### config.mk
export PLATFORM = sky130hd
export DESIGN_NAME = dncnt_timer
export DESIGN_NICKNAME = d
export VERILOG_FILES = /design/src/rtl/dncnt_timer.sv
export SDC_FILE = /design/constraint.sdc
export NUM_CORES = 1
export LEC_CHECK = 0
export ABC_AREA = 1
export BUFFER_PORTS_ARGS = -buffer_cell sky130_fd_sc_hd__buf_2
export CAP_MARGIN = 20
export CORE_UTILIZATION = 45
export CTS_CLUSTER_DIAMETER = 100
export DETAILED_ROUTE_END_ITERATION = 6
export HOLD_SLACK_MARGIN = 0.02
export PLACE_DENSITY = 0.67
export SYNTH_ARGS = -nofsm -noshare
export SYNTH_HDL_FRONTEND = slang
export SYNTH_SLANG_ARGS = --single-unit
export TNS_END_PERCENT = 100
### constraint.sdc
create_clock -name clk -period 3.6 [get_ports clk]
set_input_delay 0.36 -clock clk [delete_from_list [all_inputs] [get_ports clk]]
set_output_delay 0.36 -clock clk [all_outputs]
set_load 0.005 [all_outputs]
### src/rtl/dncnt_timer.sv
// Two-stage loadable down-counter timer: a prescaler feeding a divider, each
// with its own reload register, one-shot / auto-reload modes and a cascadable borrow.
module dncnt_timer #(
  parameter int PRE_W = 16,
  parameter int DIV_W = 16
) (
  input  logic             clk,
  input  logic             resl,
  input  logic [PRE_W-1:0] pre_d,
  input  logic             pre_ld,
  input  logic [DIV_W-1:0] div_d,
  input  logic             div_ld,
  input  logic             ci,
  input  logic             mode,
  output logic [PRE_W-1:0] pre_q,
  output logic [DIV_W-1:0] div_q,
  output logic             run,
  output logic             co,
  output logic             tick
);

  localparam logic [PRE_W-1:0] PRE_ONE = PRE_W'(1);
  localparam logic [DIV_W-1:0] DIV_ONE = DIV_W'(1);

  logic [PRE_W-1:0] pre_cnt;
  logic [PRE_W-1:0] pre_rel;
  logic [DIV_W-1:0] div_cnt;
  logic [DIV_W-1:0] div_rel;
  logic             run_r;
  logic             tick_r;

  logic step;
  logic pre_uf;
  logic div_uf;

  // A zero count always reloads instead of decrementing, so nothing ever wraps.
  always_comb begin
    step   = run_r & ci;
    pre_uf = step & (pre_cnt == '0);
    div_uf = pre_uf & (div_cnt == '0);
  end

  // Prescaler: a load wins over underflow reload, which wins over decrement.
  always_ff @(posedge clk or negedge resl) begin
    if (!resl) begin
      pre_cnt <= '0;
      pre_rel <= '0;
    end else if (pre_ld) begin
      pre_rel <= pre_d;
      pre_cnt <= pre_d;
    end else if (pre_uf) begin
      pre_cnt <= pre_rel;
    end else if (step) begin
      pre_cnt <= pre_cnt - PRE_ONE;
    end
  end

  // Divider and armed flag; mode is only consulted at the moment of underflow.
  always_ff @(posedge clk or negedge resl) begin
    if (!resl) begin
      div_cnt <= '0;
      div_rel <= '0;
      run_r   <= 1'b0;
    end else if (div_ld) begin
      div_rel <= div_d;
      div_cnt <= div_d;
      run_r   <= 1'b1;
    end else if (div_uf) begin
      div_cnt <= div_rel;
      if (!mode) run_r <= 1'b0;
    end else if (pre_uf) begin
      div_cnt <= div_cnt - DIV_ONE;
    end
  end

  // Any load in the underflow cycle cancels the interrupt pulse.
  always_ff @(posedge clk or negedge resl) begin
    if (!resl) tick_r <= 1'b0;
    else       tick_r <= div_uf & ~div_ld & ~pre_ld;
  end

  always_comb begin
    pre_q = pre_cnt;
    div_q = div_cnt;
    run   = run_r;
    co    = div_uf;
    tick  = tick_r;
  end

endmodule

[After elaboration in Yosys (flattened, before gate mapping)]
Cells that the tools add are included.
Storage, ports and cells
  bits of input ports: 38
  word-level logic and storage cells: 31
  output and inout bits: 35
  register bits after elaboration: 66
Cells by class
  $add $sub $neg: 2
  multiplexer cells: 9
  reductions and logical operators: 6
  equality and inequality tests: 1
  bitwise gates (word level): 7
Operators by type and width (number)
  $mux W16: 6
  $logic_not A16 Y1: 2
  $sub A16 B1 Y16 const B: 2
  $reduce_bool A3 Y1: 2
  $and A1 B1 Y1: 5
  $mux W1: 3
  $ne A2 B2 Y1 const B: 1
  $not A1 Y1: 2
  $reduce_and A2 Y1: 1
  $reduce_bool A2 Y1: 1

[Depth between registers and ports, before layout]
Gate-level depths: netlist of the first run.
  depth after elaboration: 5
  depth in mapped cells: 15

[Least setup slack after synthesis of the first run]
Ideal clock, no wire load.
  path type: reg-to-output
  start: reg div_cnt[0], in the netlist div_q[0]
  end: out co
  required time: 3.240 ns
  arrival time: 1.410 ns
  path slack: 1.830 ns
  stages on the path, launching flop included: 10
  path buffers: 1
  path through: dfrtp_1 > inv_1 > ha_1 > nand2_1 > nor2_1 > nand3_1 > nor2_4 > nand2_2 > buf_6 > inv_1
On the way
  cells in the longest elaborated chain, start to end: 2
RTL lines
  from (decl): RTL line 27  | logic [DIV_W-1:0] div_cnt;
  from (signal assigned): RTL line 66  | div_cnt <= div_d;
  from (signal assigned): RTL line 69  | div_cnt <= div_rel;
  from (signal assigned): RTL line 72  | div_cnt <= div_cnt - DIV_ONE;
  $logic_not A16 Y1: RTL line 40  | div_uf = pre_uf & (div_cnt == '0);
  $and A1 B1 Y1: RTL line 40
  to (decl): RTL line 18  | output logic co,
Every way passes these cells.

[Worst setup path in the final report of the first run]
  start: reg pre_cnt[0], in the netlist pre_q[0]
  end: out co
On the way
  cells in the longest elaborated chain, start to end: 3
RTL lines
  from (decl): RTL line 25  | logic [PRE_W-1:0] pre_cnt;
  from (signal assigned): RTL line 50  | pre_cnt <= pre_d;
  from (signal assigned): RTL line 52  | pre_cnt <= pre_rel;
  from (signal assigned): RTL line 54  | pre_cnt <= pre_cnt - PRE_ONE;
  $logic_not A16 Y1: RTL line 39  | pre_uf = step & (pre_cnt == '0);
  $and A1 B1 Y1: RTL line 39
  $and A1 B1 Y1: RTL line 40
Every way passes these cells.

==> flow_metrics.tcl, run 1 <==
set metrics [dict create \
    status "completed" \
    track_usage_pct 22.4 \
    pwr-share-comb_pct 22.6 \
    cellLeakagePower_nw 2.50 \
    area.growth.synth_to_final_pct 14.9 \
    grt_pass1_vias 3759 \
    design_area_sq_um 4670 \
    tritoncts "done" \
    final_net_count 707 \
    cts_buffers 9 \
    antenna_found_initial 0 \
    clockPowerShare_pct 31.5 \
    place_hpwl_um 7220 \
    gp_congestion 0.878 \
    p_per_area_nw_per_um2 427 \
    clkLatencyLatePin_ps 340 \
    syn_nets 640 \
    max_slew_margin_pct 47.2 \
    synth_top_cell_by_area "dfrtp_1" \
    drt_iter0_markers 185 \
    ys_types 29 \
    start_util_pct 46.6 \
    drt_first_pass_iters 4 \
    cp_slowest_stage_delay_ps 410 \
    routed_wl_um 9880 \
    viasPerCell 4.97 \
    p_int_mw 1.33 \
    antenna_cells 0 \
    cp-end-kind "primary output" \
    cp.buffers_inverters 4 \
    clkTransAtPathRegs_ps 80 \
    portBuffers 72 \
    drv_cap 0 \
    r2r-start "pre_q[0]" \
    synth_warnings 0 \
    synth_ff_type "dfrtp_1" \
    placed_cell_area_sq_um 4480 \
    grt_pass1_wl_um 17300 \
    ctsHoldBuffers 0 \
    die_w_um 97.0 \
    cts_max_level 3 \
    netlist_top_cells_count "199 x nand2_1, 97 x nor2_1, 66 x dfrtp_1" \
    cts_resized 0 \
    layout-drive-gt1-share_pct 16.9 \
    critical-path-top-delay-family "simple AND/OR/NAND/NOR gates" \
    fin_skew_ps 6.22 \
    synth_seq_cells 66 \
    slew_violations 0 \
    cts_num_sinks 66 \
    worstSetupPathType "register to primary output" \
    crit_slowest_cell "dfrtp_1" \
    synth_edf_count 0 \
    cts_setup_buffers 0 \
    die_y_um 97.0 \
    sw_frac_of_total_pct 33.3 \
    synth_area_leaders "dfrtp_1 41%, nand2_1 18%, nor2_1 9.0%, inv_1 5.5%, nand3_1 5.3%" \
    yosysTopAreaCellShare_pct 40.6 \
    coreArea_sq_um 8720 \
    cts_root_buf "clkbuf_8" \
    synth_most_common_cell "nand2_1" \
    startpoint_type "register" \
    p_switching_uw 664 \
    peakVddDrop_v 0.000219 \
    row_count 34 \
    fin_crit_sh_pct 70.2 \
    tightestPinTransition_ps 793 \
    route.detailed.drc 0 \
    wl_per_cell_um 12.7 \
    crit_arrival_ps 2170 \
    critPathMaxFanout 12 \
    dieArea_sq_um 9410 \
    antenna_left 0 \
    async_flop_share_pct 100 \
    hold_path.class "primary input to asynchronous set/reset pin" \
    overflow 0 \
    crit_required_ps 3240 \
    setup_tns_ps 0 \
    p_seq_share_pct 45.9 \
    max_clock_freq_mhz 396 \
    rsz0062_at_grt "no" \
    vias 3858 \
    crit_start "pre_q[0]" \
    fillers 865 \
    hold_viol 0 \
    ys_seq_area_share_pct 40.6 \
    setup_viol 0 \
    crit_top_cell "inv_1" \
    grt_max_degree 41 \
    synthCells 598 \
    cts.path.max_buffers 2 \
    pin_count 73 \
    min_period_ps 2530 \
    cp_cell_sequence "inv_1 > ha_1 > inv_1 > nor2_1 > nand2_1 > nor2_4 > nand2_2 > nor2_4 > nand2_2 > inv_1 > buf_2" \
    syn_avg_cell_area_sq_um 6.80 \
    synth_area_sq_um 4060 \
]
## area by class of cell
class	instances	area, sq um	share of cell area, %
Tap cell	108	135	2.89
Clock buffer	10	138	2.95
Multi-Input combinational cell	451	2080	44.6
Inverter	64	240	5.14
Sequential cell	66	1650	35.4
Timing Repair Buffer	73	368	7.88
Clock inverter	5	55.1	1.18
## logic make-up (layout without fill, tap and decap cells)
family          count (synthesis)  count (layout)  share of synthesized area (%)
compound gates                 63              63                           8.62
xor+xnor                       11              11                           2.37
fa+ha+maj                       4               4                           1.23
buf+inv                        81             152                           8.10
flops                          66              66                           40.6
simple gates                  373             373                           39.0
## power groups by stage
| stage | clock, mW | sequential [mW] | combinational [mW] |
|---|---|---|---|
| final | 0.629 | 0.914 | 0.450 |
| after detailed placement | 0 | 0.929 | 0.452 |
| after floorplan | 0 | 0.912 | 0.299 |
| after global placement | 0 | 0.926 | 0.446 |
| after CTS | 0.640 | 0.915 | 0.455 |
| after global routing | 0.674 | 0.927 | 0.524 |
## flip-flops by register name (all words and copies together), names as in the netlist
| signal | cells |
|---|---|
| pre_rel | 16 |
| pre_q | 16 |
| div_q | 16 |
| div_rel | 16 |
| tick | 1 |
| run | 1 |
## layout by cell type, fill, tap and decap left out, drive strengths merged, types with 2 or more instances in the layout
cell        n
a21boi      7
a21oi      15
buf        73
clkbuf     10
clkinv      3
clkinvlp    2
dfrtp      66
ha          4
inv        63
nand2     207
nand3      44
nand3b      4
nand4       6
nor2      109
nor3        3
o211ai      5
o21ai      36
xnor2       4
xor2        7
## path summary, 6_finish.rpt
check                              end  cells after the start  slack (ps)
max                                 co                     11        1070
min                        pre_rel[13]                      1         100
max reg2reg                   div_q[9]                     11        1490
min reg2reg                 div_rel[8]                      2         470
max in group asynchronous     pre_q[5]                      2        2580
min in group clk            pre_rel[9]                      3         240
## worst register-to-register path, delay by kind of cell (launching register included)
| kind | cells | cell delay (ps) |
|---|---|---|
| fa+ha+maj | 1 | 200 |
| buf+inv | 3 | 390 |
| simple gates | 7 | 1010 |
| flops | 1 | 410 |
## per-stage QoR
| step | power, mW | std cells | setup WS (ps) | hold slack [ps] | util, % |
|---|---|---|---|---|---|
| CTS | 2.01 | 777 | 1060 | 141 | 53.6 |
| finish | 1.99 | 777 | 1070 | 103 | 53.6 |
| global route | 2.13 | 777 | 821 | 178 | 53.6 |
| floorplan | 1.21 | 598 | 1830 | 64.4 | - |
| detailed placement | 1.38 | 762 | 1430 | 455 | 51.3 |
| global placement | 1.37 | 762 | 1480 | 452 | 51.3 |
## per-layer routing
metal | share of wire [%] | track usage (%) | vias up
met5 | 0 | 0 | -
met4 | 1.1 | 7.12 | 0
met3 | 3.6 | 3.11 | 10
met2 | 44 | 35.1 | 84
met1 | 51 | 32.1 | 1767
li1 | - | - | 1997
Note: power is estimated with default switching activity, not from simulation.
==> run 2: changes to the inputs <==
clock period = 2.4 ns   (was 3.6 ns; I/O delays follow)
==> flow_metrics.tcl, run 2 (synthesis gave the netlist of run 1 again) <==
set metrics [dict create \
    status "completed" \
    sw_frac_of_total_pct 32.7 \
    cts_max_level 3 \
    p_seq_share_pct 44.5 \
    portBuffers 72 \
    pwr-share-comb_pct 22.1 \
    antenna_left 0 \
    cp.buffers_inverters 4 \
    grt_pass1_vias 3739 \
    crit_slowest_cell "dfrtp_1" \
    drt_iter0_markers 172 \
    dieArea_sq_um 9410 \
    grt_max_degree 43 \
    drv_cap 0 \
    min_period_ps 2180 \
    mostFrequentLayoutCell "nand2_1" \
    coreArea_sq_um 8720 \
    tightestPinTransition_ps 637 \
    area.growth.synth_to_final_pct 16.9 \
    critPathMaxFanout 12 \
    rsz0062_at_grt "no" \
    critical-path-top-delay-family "simple AND/OR/NAND/NOR gates" \
    worstSetupPathType "register to primary output" \
    clockPowerShare_pct 33.4 \
    startpoint_type "register" \
    cp_cell_sequence "inv_2 > ha_1 > inv_1 > nor2_1 > nand2_1 > nor2_4 > nand2_2 > nor2_4 > nand2_4 > inv_1 > buf_2" \
    row_count 34 \
    overflow 0 \
    cp_slowest_stage_delay_ps 420 \
    holdWs_ps 109 \
    layout-drive-gt1-share_pct 17.5 \
    antenna_cells 0 \
    grt_pass1_wl_um 17700 \
    die_y_um 97.0 \
    tritoncts "done" \
    viasPerCell 5.01 \
    fillers 867 \
    max_slew_margin_pct 57.5 \
    crit_arrival_ps 1940 \
    p_int_mw 2.08 \
    final_net_count 713 \
    drt_first_pass_iters 4 \
    cts_root_buf "clkbuf_8" \
    hold_viol 0 \
    peakVddDrop_v 0.000288 \
    cts_buffers 9 \
    fin_crit_sh_pct 90.8 \
    cts_num_sinks 66 \
    cts.path.max_buffers 2 \
    routed_wl_um 10200 \
    route.detailed.drc 0 \
    hold_path.class "primary input to register" \
    cellLeakagePower_nw 2.55 \
    p_switching_mw 1.01 \
    clkLatencyLatePin_ps 350 \
    setup_tns_ps 0 \
    slew_violations 0 \
    vias 3919 \
    clkTransAtPathRegs_ps 70 \
    place_hpwl_um 7390 \
    p_per_area_nw_per_um2 650 \
    gp_congestion 0.881 \
    track_usage_pct 23.2 \
    pin_count 73 \
    max_clock_freq_mhz 459 \
    crit_required_ps 2160 \
    wl_per_cell_um 13.0 \
    die_w_um 97.0 \
    setup_viol 0 \
    most-common-layout-cells "199 x nand2_1, 97 x nor2_1, 72 x buf_2" \
    cp-end-kind "primary output" \
    seqCellArea_sq_um 1650 \
    start_util_pct 46.6 \
    fin_skew_ps 10.8 \
    multi_input_area_sq_um 2090 \
    antenna_found_initial 0 \
]
==> run 2: cell count changes in the layout (fill, tap and decap cells not counted) <==
cell	previous run	this run
inv_1	60	59
nand2_4	0	1
clkinv_2	2	1
clkbuf_1	0	1
inv_2	3	4
nand2_2	8	7
buf_4	1	5
dlygate4sd3_1	0	1
clkbuf_8	10	9
buf_12	0	1
bufinv_16	1	2
==> run 2: metal layers <==
layer / vias up / share of wire [%] / track usage, %
met5: - / 0 / 0
met4: 0 / 0.89 / 7.35
met3: 8 / 4.2 / 4.34
met2: 70 / 45 / 36.3
met1: 1821 / 50 / 32.4
li1: 2020 / - / -
==> run 2: final timing paths <==
check,from,endpoint,slack [ps],cells after the start
max in group asynchronous,resl,pre_rel[2],1310,3
worst max-delay path,pre_q[0],co,220,11
worst min-delay path,pre_d[3],pre_rel[3],110,3
worst min register to register,pre_rel[2],pre_rel[2],470,2
worst max register to register,pre_q[0],div_q[9],330,11
min in group asynchronous,resl,pre_rel[10],450,2
==> run 2: metrics by stage <==
step	total power, mW	instances	cell area, sq um	setup slack (ps)	util, %
6_report	3.09	783	4750	221	54.5
5_1_grt	3.28	783	4750	39.7	54.5
4_1_cts	3.11	781	4740	143	54.3
3_5_place_dp	2.08	764	4510	303	51.7
3_3_place_gp	2.06	764	4510	353	51.7
2_1_floorplan	1.82	598	4060	715	-
==> run 2: power by group through the flow <==
stage	logic (mW)	clock network (mW)	registers [mW]
2_1_floorplan	0.449	0	1.37
3_3_place_gp	0.674	0	1.39
3_5_place_dp	0.684	0	1.39
4_1_cts	0.689	1.05	1.37
5_1_grt	0.792	1.09	1.40
6_report	0.684	1.03	1.37
==> run 2: timing repair <==
action,in CTS,in global routing
setup buffers,1,2
gates resized for setup,1,1
hold buffers,1,0
setup endpoints to repair,1,1
endpoints found under the hold margin,24,0
pin swaps,1,1
==> run 2: worst reg2reg max path, cell delays in order (launching register included) <==
cell and delay, ps:
dfrtp_1 420, inv_2 110, ha_1 180, inv_1 60, nor2_1 80, nand2_1 100, nor2_4 140, nand3_4 200
nand2_2 340, inv_1 190, nand2_1 90, nand2_1 60
==> run 2: cell type report <==
type	instances	area share [%]
inverter	64	5.06
sequential	66	34.8
multi-input combinational	451	44.0
tap	108	2.84
clock buffer	10	2.69
timing repair buffer	79	9.01
clock inverter	5	1.69
==> run 3: changes to the inputs <==
clock period = 2.65 ns   (was 2.4 ns; I/O delays follow)
==> flow_metrics.tcl, run 3 (synthesis gave the netlist of run 1 again) <==
set metrics [dict create \
    antenna_cells 0 \
    rrSetupSlack_ps 580 \
    cellLeakagePower_nw 2.53 \
    route.detailed.drc 0 \
    hold_viol 0 \
    wl_per_cell_um 13.3 \
    ctsHoldBuffers 0 \
    area.growth.synth_to_final_pct 15.7 \
    portBuffers 72 \
    critPathMaxFanout 12 \
    place_hpwl_um 7530 \
    gp_congestion 0.912 \
    r2r-start "pre_q[0]" \
    status "completed" \
    peakVddDrop_v 0.000408 \
    pin_count 73 \
    setup_viol 0 \
    mostFrequentLayoutCell "nand2_1" \
    layout-drive-gt1-share_pct 16.9 \
    hold_path.class "primary input to asynchronous set/reset pin" \
    crit_required_ps 2380 \
    drv_cap 0 \
    p_int_mw 1.84 \
    reg2reg_depth 11 \
    slew_violations 0 \
    antenna_found_initial 0 \
    most-common-layout-cells "199 x nand2_1, 97 x nor2_1, 72 x buf_2" \
    final_net_count 710 \
    track_usage_pct 23.6 \
    max_clock_freq_mhz 419 \
    start_util_pct 46.6 \
    cts_setup_buffers 0 \
    min_period_ps 2390 \
    pwr-share-comb_pct 22.6 \
    crit_arrival_ps 2120 \
    antenna_left 0 \
    die_y_um 97.0 \
    cts_resized 0 \
    grt_pass1_vias 3766 \
    cts_buffers 9 \
    startpoint_type "register" \
    drt_iter0_markers 227 \
    overflow 0 \
    cp-end-kind "primary output" \
    r2r_end "div_q[10]" \
    p_per_area_nw_per_um2 585 \
    setup_tns_ps 0 \
    totalPowerFinal_mw 2.75 \
    dieArea_sq_um 9410 \
    p_switching_uw 905 \
    sw_frac_of_total_pct 32.9 \
    worstSetupPathType "register to primary output" \
    drt_first_pass_iters 5 \
    p_seq_share_pct 45.3 \
    clkLatencyLatePin_ps 350 \
    die_w_um 97.0 \
    cts_max_level 3 \
    fin_crit_sh_pct 90.1 \
    tritoncts "done" \
    clkTransAtPathRegs_ps 80 \
    cts_root_buf "clkbuf_8" \
    row_count 34 \
    tightestPinTransition_ps 882 \
    grt_pass1_wl_um 17900 \
    max_slew_margin_pct 41.2 \
    fin_skew_ps 12.2 \
    routed_wl_um 10400 \
    fillers 880 \
    clockPowerShare_pct 32.0 \
    vias 3987 \
    viasPerCell 5.10 \
    cts_num_sinks 66 \
    grt_max_degree 36 \
    cts.path.max_buffers 2 \
    rsz0062_at_grt "no" \
    coreArea_sq_um 8720 \
]
run 3: cell count changes in the layout (fill, tap and decap cells not counted), sizes merged:
cell / change
bufinv: -1
clkinvlp: -2
dlygate4sd3: -1
clkbuf: +4
buf: -2
run 3: worst max-delay path: stages, from the launching register on:
cell	delay, ps
dfrtp_1	410
inv_1	140
ha_1	190
inv_1	50
nor2_1	80
nand2_1	90
nor2_4	130
nand2_2	70
nor2_4	250
nand2_4	160
inv_1	70
buf_2	100
run 3: worst max-delay path by stage:
stage / startpoint / endpoint / slack (ps)
5_1_grt: pre_q[0] / co / 70
3_5_place_dp: pre_q[0] / co / 580
4_1_cts: pre_q[0] / co / 190
3_3_place_gp: pre_q[0] / co / 620
6_report: pre_q[0] / co / 260
2_1_floorplan: pre_q[0] / div_q[3] / 970
run 3: metal layers:
metal | vias to the layer above | global-route usage, % | routed length, um
li1 | 2011 | - | -
met1 | 1853 | 33.1 | 4910
met2 | 114 | 37.4 | 4730
met3 | 9 | 4.77 | 662
met4 | 0 | 5.51 | 99
met5 | - | 0 | 0
run 3: through the flow:
step / worst slack, ps / hold slack, ps / util [%] / cells / instance area (sq um)
final: 263 / 40.6 / 53.9 / 781 / 4700
after global routing: 70.5 / 107 / 53.9 / 781 / 4700
after CTS: 189 / 56.6 / 53.9 / 781 / 4700
after detailed placement: 582 / 431 / 51.6 / 765 / 4500
after global placement: 624 / 423 / 51.6 / 765 / 4500
after floorplan: 965 / -30.6 / - / 598 / 4060
run 3: layout make-up:
| cell class | instances | area, sq um | share of cell area, % |
|---|---|---|---|
| clock buffers | 14 | 163 | 3.46 |
| repair buffers | 76 | 390 | 8.30 |
| well taps | 108 | 135 | 2.87 |
| clock inverters | 2 | 35.0 | 0.745 |
| flip-flops and latches | 66 | 1650 | 35.1 |
| multi-input cells | 451 | 2090 | 44.4 |
| inverters | 64 | 240 | 5.11 |
run 3: power by group through the flow:
stage / registers (mW) / logic [mW] / clock network (mW)
after CTS: 1.25 / 0.625 / 0.899
after floorplan: 1.24 / 0.406 / 0
after global routing: 1.26 / 0.720 / 0.946
final: 1.25 / 0.622 / 0.881
after detailed placement: 1.27 / 0.622 / 0
after global placement: 1.26 / 0.613 / 0
